File: config.mk
export PLATFORM = sky130hd
export DESIGN_NAME = prog_sequencer
export DESIGN_NICKNAME = d
export VERILOG_FILES = /design/src/rtl/prog_sequencer.sv
export SDC_FILE = /design/constraint.sdc
export NUM_CORES = 1
export LEC_CHECK = 0
export ABC_CLOCK_PERIOD_IN_PS = 2500
export CAP_MARGIN = 20
export CORE_MARGIN = 3
export CORE_UTILIZATION = 25
export CTS_BUF_LIST = sky130_fd_sc_hd__clkbuf_4 sky130_fd_sc_hd__clkbuf_8
export CTS_CLUSTER_DIAMETER = 80
export DETAILED_ROUTE_END_ITERATION = 12
export GPL_ROUTABILITY_DRIVEN = 0
export PLACE_DENSITY = 0.55
export SLEW_MARGIN = 20
export SYNTH_ARGS = -nofsm -noshare
export SYNTH_HDL_FRONTEND = slang
export SYNTH_SLANG_ARGS = --single-unit
File: constraint.sdc
create_clock -name clk -period 2.5 [get_ports clk]
set_clock_uncertainty 0.2 [all_clocks]
set_input_delay 0.25 -clock clk [delete_from_list [all_inputs] [get_ports clk]]
set_output_delay 0.25 -clock clk [all_outputs]
set_load 0.1 [all_outputs]
File: src/rtl/prog_sequencer.sv
// Run controller: resets the core into each of three programs in turn and reports cycle counts.
// Optional step-mode hold between programs when SEQ_STEP_EN is defined.
module prog_sequencer #(
   parameter int unsigned PC_W           = 10,
   parameter int unsigned CNT_W          = 16,
   parameter int unsigned RESET_CYCLES   = 2,
   parameter int unsigned TIMEOUT_CYCLES = 4000,
   parameter int unsigned START0         = 0,
   parameter int unsigned START1         = 128,
   parameter int unsigned START2         = 256
) (
   input  logic             clk,
   input  logic             reset,
   input  logic             start,
   input  logic             core_done,
`ifdef SEQ_STEP_EN
   input  logic             step,
`endif
   output logic             core_reset,
   output logic [PC_W-1:0]  core_start_pc,
   output logic [1:0]       prog_id,
   output logic             busy,
   output logic             res_vld,
   output logic [CNT_W-1:0] res_cycles,
   output logic             res_timeout,
   output logic             all_done,
   output logic [2:0]       timeout_mask
);

   localparam int unsigned RW = $clog2(RESET_CYCLES + 1);

   typedef enum logic [2:0] {
      StIdle,
      StRst,
      StRun,
      StGap,
`ifdef SEQ_STEP_EN
      StHold,
`endif
      StDone
   } state_e;

   state_e           state_q, state_d;
   logic [1:0]       prog_q, prog_d;
   logic [RW-1:0]    rst_cnt_q, rst_cnt_d;
   logic [CNT_W-1:0] cyc_q, cyc_d;
   logic [CNT_W-1:0] res_cycles_q, res_cycles_d;
   logic             res_to_q, res_to_d;
   logic [2:0]       mask_q, mask_d;
   logic             done_acc, to_hit, start_acc;

   // cyc_q counts completed RUN cycles, so zero marks the first one (stale done masked)
   assign done_acc  = core_done && (cyc_q != '0);
   assign to_hit    = (cyc_q == CNT_W'(TIMEOUT_CYCLES - 1));
   assign start_acc = start && ((state_q == StIdle) || (state_q == StDone));

   always_ff @(posedge clk) begin
      if (reset) begin
         state_q      <= StIdle;
         prog_q       <= '0;
         rst_cnt_q    <= '0;
         cyc_q        <= '0;
         res_cycles_q <= '0;
         res_to_q     <= 1'b0;
         mask_q       <= '0;
      end else begin
         state_q      <= state_d;
         prog_q       <= prog_d;
         rst_cnt_q    <= rst_cnt_d;
         cyc_q        <= cyc_d;
         res_cycles_q <= res_cycles_d;
         res_to_q     <= res_to_d;
         mask_q       <= mask_d;
      end
   end

   always_comb begin
      state_d = state_q;
      unique case (state_q)
         StIdle, StDone: if (start) state_d = StRst;
         StRst:          if (rst_cnt_q == RW'(1)) state_d = StRun;
         StRun:          if (done_acc || to_hit) state_d = StGap;
         StGap: begin
            if (prog_q == 2'd2) state_d = StDone;
`ifdef SEQ_STEP_EN
            else state_d = StHold;
`else
            else state_d = StRst;
`endif
         end
`ifdef SEQ_STEP_EN
         StHold:         if (step) state_d = StRst;
`endif
         default:        state_d = StIdle;
      endcase
   end

   always_comb begin
      prog_d       = prog_q;
      rst_cnt_d    = rst_cnt_q;
      cyc_d        = '0;
      res_cycles_d = res_cycles_q;
      res_to_d     = res_to_q;
      mask_d       = mask_q;
      if (start_acc) begin
         prog_d = 2'd0;
         mask_d = '0;
      end
      if (state_d == StRst && state_q != StRst) begin
         rst_cnt_d = RW'(RESET_CYCLES);
      end else if (state_q == StRst) begin
         rst_cnt_d = rst_cnt_q - RW'(1);
      end
      if (state_q == StRun) begin
         cyc_d = cyc_q + CNT_W'(1);
         if (done_acc) begin
            res_cycles_d = cyc_q + CNT_W'(1);
            res_to_d     = 1'b0;
         end else if (to_hit) begin
            res_cycles_d   = CNT_W'(TIMEOUT_CYCLES);
            res_to_d       = 1'b1;
            mask_d[prog_q] = 1'b1;
         end
      end
      if (state_q == StGap && prog_q != 2'd2) prog_d = prog_q + 2'd1;
   end

   always_comb begin
      core_reset = 1'b1;
      busy       = 1'b0;
      res_vld    = 1'b0;
      all_done   = 1'b0;
      unique case (state_q)
         StRst: busy = 1'b1;
         StRun: begin
            core_reset = 1'b0;
            busy       = 1'b1;
         end
         StGap: begin
            busy    = 1'b1;
            res_vld = 1'b1;
         end
`ifdef SEQ_STEP_EN
         StHold: busy = 1'b1;
`endif
         StDone: begin
            core_reset = 1'b0;
            all_done   = 1'b1;
         end
         default: ;
      endcase
      unique case (prog_q)
         2'd0:    core_start_pc = PC_W'(START0);
         2'd1:    core_start_pc = PC_W'(START1);
         default: core_start_pc = PC_W'(START2);
      endcase
   end

   assign prog_id      = prog_q;
   assign res_cycles   = res_cycles_q;
   assign res_timeout  = res_to_q;
   assign timeout_mask = mask_q;

endmodule
## After elaboration in Yosys (flattened, before gate mapping)

Index checks and enable logic that the tools add are counted.

- Mux-type cells: 24
- Reductions and logical operators: 19
- Eq/ne operators: 11
- $lt $le $gt $ge: 2
- Add/sub/neg operators: 3
- Bitwise gates (word level): 2

Operator list:

| operator | number |
|---|---|
| $mux W16 | 2 |
| $mux W3 | 8 |
| $pmux W9 S2 | 1 |
| $add A16 B1 Y16 const B | 1 |
| $eq A16 B12 Y1 const B | 1 |
| $reduce_bool A16 Y1 | 1 |
| $pmux W3 S4 | 1 |
| $mux W2 | 4 |
| $reduce_or A2 Y1 | 4 |
| $mux W1 | 7 |
| $eq A3 B1 Y1 const B | 2 |
| $eq A3 B2 Y1 const B | 2 |
| $reduce_bool A2 Y1 | 3 |
| $logic_and A1 B1 Y1 | 5 |
| $eq A2 B1 Y1 const B | 2 |
| $eq A3 B3 Y1 const B | 1 |
| $logic_not A3 Y1 | 1 |
| $lt A2 B3 Y1 const B | 1 |
| $ne A3 B1 Y1 const B | 1 |
| $or A3 B3 Y3 | 1 |
| $reduce_or A3 Y1 | 1 |
| $add A2 B1 Y2 const B | 1 |
| $demux W1 S2 | 1 |
| $eq A2 B2 Y1 const B | 1 |
| other kinds (7) | 8 |

- Register bits: 43
- Word-level logic and storage cells: 69
- Output and inout port bits: 36
- Bits of input ports: 4

## Longest topological paths before layout

- Depth in word-level cells: 8
- Gate-level depth with buffers: 7

## Worst setup path after synthesis

Ideal clock, no wire load.

- Path type: register to output
- Start point: register prog_q[1], in the netlist prog_id[1]
- End point: output core_start_pc[8]
- Required time: 2.050 ns
- Arrival time: 3.136 ns
- Stages on the path, launching flop included: 4
- Slack: -1.086 ns
- Buffers on the path: 0
- Path through: dfxtp_1 inv_1 ha_1 nor2_1

- Longest elaborated chain between the ends: 2

RTL lines:

| element | RTL line | RTL |
|---|---|---|
| from (decl) | 44 | `logic [1:0] prog_q, prog_d;` |
| from (signal assigned) | 68 | `prog_q <= prog_d;` |
| $eq A2 B1 Y1 or $logic_not A2 Y1 (tied branches) | 152 | `unique case (prog_q)` |
| $pmux W9 S2 * | 152 |  |
| to (decl) | 20 | `output logic [PC_W-1:0] core_start_pc,` |

Mark *: on every way between the ends. The rest lies on a longest branch, timed or not.

## Final worst setup path

- Start point: register cyc_q[0]
- End point: register mask_q[0], in the netlist timeout_mask[0]

- Longest elaborated chain between the ends: 4

RTL lines:

| element | RTL line | RTL |
|---|---|---|
| from (decl) | 46 | `logic [CNT_W-1:0] cyc_q, cyc_d;` |
| from (signal assigned) | 70 | `cyc_q <= cyc_d;` |
| $eq A16 B12 Y1 or $reduce_bool A16 Y1 (tied branches) | 54, 53 |  |
| $mux W3 or $logic_and A1 B1 Y1 (tied branches) | 119, 53 |  |
| $mux W3 * | 116 | `if (done_acc) begin` |
| $mux W3 * | 114 | `if (state_q == StRun) begin` |
| to (signal assigned) | 73 | `mask_q <= mask_d;` |
| to (decl) | 49 | `logic [2:0] mask_q, mask_d;` |

Marked as above.
A chain may end at the register's enable or synchronous reset.

==> metrics.md <==
| Metric | Value |
|---|---|
| Vias in the first global route | `1529` |
| Max transition margin | `between 60 and 70%` |
| WL final | `about 4300 um` |
| FMAX | `0.475 GHz` |
| Setup-failing EPs final | `0` |
| Power Internal | `0.933 mW` |
| RSZ-0062 raised after global routing | `no` |
| Cell area after layout | `between 0.002 and 0.0025 mm2` |
| DR iter-0 viols | `about 140` |
| Setup CP Type | `register to register` |
| Critical Path RT | `2.52 ns` |
| H-Tree Depth | `2` |
| Initial antenna violation count | `0` |
| Die W | `94.6 um` |
| Sw Share | `between 20% and 30%` |
| Tightest Pin Transition | `0.531 ns` |
| Worst R2R Start | `cyc_q[0]` |
| Die ar. | `0.00896 mm2` |
| Avg WL per Cell | `12.3 um` |
| Part of the power in registers | `54.9%` |
| Layout cells sized above 1 | `between 20% and 30%` |
| Post-DP HPWL | `3220 um` |
| Number of gates resized after CTS | `0` |
| Part of the Yosys area used for sequential elements | `43.8%` |
| Area fraction of the dominant cell type after synthesis | `a little over two fifths` |
| GRT Resource Usage Total | `10.4%` |
| Num CTS Buffers | `5` |
| Hold Fails Final Rpt | `0` |
| Filler instances | `around 810` |
| Leak | `0.887 nW` |
| Die H | `94.6 um` |
| Worst setup EP type | `register` |
| Global-route wire length before repair | `7390 um` |
| Area growth, synth to finish | `21.8%` |
| Reg2Reg Setup Slack | `0.39 ns` |
| Cell taking the most area after synthesis | `dfxtp_1` |
| Combinational Power Share | `between 10% and 20%` |
| Worst VDD drop | `between 0.0002 and 0.00025 V` |
| Most frequent cell after synthesis | `dfxtp_1` |
| Data arrival time of the worst path | `about 2.1 ns` |
| Endpoint, Worst Hold | `res_cycles[12]` |
| Yosys reg bits | `43` |
| Min-Delay Path Class | `register to register` |
| Later-pin clock latency in the skew report | `between 0.2 and 0.3 ns` |
| Drt pass-1 iters | `4` |
| Cell Area, Synth | `0.00196 mm2` |
| Cts hold-fix bufs | `0` |
| Multi-input logic area | `992 um2` |
| Clock network fraction of design power | `34.9%` |
| FF-to-FF End | `timeout_mask[0]` |
| Hold path depth | `2` |
| CTS tree | `built` |
| Diodes inserted | `0` |
| GRT overflow | `0` |
| Cell variety after synth | `40` |
| R2r worst-path depth | `6` |
| Worst setup SP type | `register` |
| Port bufs | `31` |
| Slowest cell on the critical path | `nor3_2` |
| Sink Count | `between 40 and 50` |
| Setup TNS Final | `0 ns` |
| Root Buffer | `clkbuf_8` |
| Clk buf depth | `2` |
| Vias | `1583` |
| Fin crit share | `84.2%` |
| Most instantiated cells after synthesis | `dfxtp_1, nor2_1, inv_1` |
| Worst Path Buf+Inv | `0` |
| Cell Rows | `31` |
| Post-DRT Antenna Nets | `0` |
| CTS clk-pin slew, worst paths | `0.08 ns` |
| Top cells by area, synth | `dfxtp_1, nor2_1, o32ai_1, ha_1, xnor2_1` |
| Top delay family on crit path | `simple AND/OR/NAND/NOR gates` |
| Net Switching | `approximately 0.33 mW` |
| Syn avg cell area | `9.22 um2` |
| Power Density | `529 mW/mm2` |
| Max_cap viols | `0` |
| Main flop type after synthesis | `dfxtp_1` |
| Final Slew Violations | `0` |
| I/O Pins | `40` |
| EDFF count, synth | `0` |
| Crit-path max FO | `8` |
| Drt drc | `0` |
| Post-DP Area | `roughly 0.0023 mm2` |
| Minimum clock period | `2.11 ns` |
| Yosys Warn Count | `0` |
| Cells after Synth | `213` |
| Largest net degree at the start of global routing | `24` |
| Worst hold path startpoint | `res_cycles[12]` |
| Initial Util | `26.4%` |
| Ys async rst share | `0%` |
| CP peak stage delay | `0.46 ns` |
| Status | `complete, no violations` |
| Via density per instance | `4.55` |
| Nets | `258` |
| Register area | `862 um2` |
| Crit path cell chain | `ha_1 -> and4_1 -> nand3_1 -> nor3_2 -> a32oi_1 -> nor2_1` |
| Setup bufs post-CTS | `0` |
| Core ar. | `between 0.007 and 0.008 mm2` |
-- placed cells by master, fill, tap and decap left out, types with 2 or more instances in the layout --
cell type        synthesis  layout
o21ai_0                  2       2
clkbuf_4                 0       2
clkbuf_8                 0       5
xor2_1                   6       6
inv_1                   13      13
o22ai_1                  3       3
nand3_1                  5       5
a21oi_1                  8       8
nor3_1                   6       6
xnor2_1                  8       8
nand2b_1                11      11
nand4_1                  4       4
a32oi_1                  3       3
ha_1                     6       5
and4_1                   2       2
buf_4                    8      33
nand2_1                 11      11
dfxtp_1                 43      42
o21a_1                   3       3
o32ai_1                  9       9
and3_1                   2       2
clkdlybuf4s50_1          0       3
nor2_1                  35      33
conb_1                   1       8
-- per-stage QoR --
step / cells / setup slack (ns) / hold slack [ns] / power [mW] / util [%]
2_1_floorplan: 220 / 0.0698 / 0.237 / 0.829 / -
3_3_place_gp: 340 / 0.394 / 0.248 / 0.841 / 30.9
3_5_place_dp: 340 / 0.384 / 0.259 / 0.841 / 30.9
4_1_cts: 348 / 0.378 / 0.275 / 1.28 / 32.1
5_1_grt: 348 / 0.131 / 0.295 / 1.32 / 32.1
6_report: 348 / 0.394 / 0.273 / 1.27 / 32.1
-- how the worst max path moves through the flow --
stage / startpoint / endpoint / slack, ns / depth (start not counted)
floorplan: prog_id[0] / core_start_pc[8] / 0.07 / 2
global placement: cyc_q[5] / res_cycles[7] / 0.39 / 6
detailed placement: cyc_q[8] / res_cycles[13] / 0.38 / 6
CTS: cyc_q[0] / timeout_mask[0] / 0.38 / 6
global route: cyc_q[0] / timeout_mask[0] / 0.13 / 6
finish: cyc_q[0] / timeout_mask[0] / 0.39 / 6
-- sequential cells by signal (all words and copies together), names as in the netlist --
| register | flops |
|---|---|
| res_timeout | 1 |
| prog_id | 2 |
| rst_cnt_q | 2 |
| cyc_q | 16 |
| state_q | 3 |
| timeout_mask | 3 |
| res_cycles | 16 |
-- final cells by class --
class | instances | share of cell area [%]
multi-input cells | 149 | 41.5
flip-flops and latches | 43 | 36.0
clock buffers | 7 | 3.50
well taps | 99 | 5.18
clock inverters | 1 | 0.209
repair buffers | 36 | 11.6
inverters | 13 | 2.04
-- cells by family (layout without fill, tap and decap cells) --
kind of cell    after synthesis  in the layout  synth area share (%)
simple gates                 87             87                  23.8
xor+xnor                     14             14                  6.24
flops                        43             43                  43.8
fa+ha+maj                     6              6                  3.82
compound gates               34             34                  14.5
other cells                   1              8                 0.191
buf+inv                      28             57                  7.64
-- worst register-to-register path, delay by kind of cell (launching register included) --
family	cells	cell delay, ns
flip-flops	1	0.39
AND/OR/NAND/NOR	4	1.05
AO/OA/AOI/OAI	1	0.18
adder cells (fa/ha/maj)	1	0.22
-- power by group through the flow --
stage                     Sequential (mW)  Clock (mW)  Combinational (mW)
final                               0.695       0.442               0.129
after global placement              0.711           0               0.130
after global routing                0.697       0.489               0.138
after detailed placement            0.711           0               0.130
after floorplan                     0.711           0               0.118
after CTS                           0.695       0.457               0.130
-- metal layers --
metal | track usage, % | vias to the layer above | share of wire (%)
li1 | - | 793 | -
met1 | 13.6 | 748 | 48
met2 | 16.6 | 35 | 46
met3 | 3.59 | 7 | 4.5
met4 | 2.52 | 0 | 1.2
met5 | 0 | - | 0
Note: power is estimated with default switching activity, not from simulation.
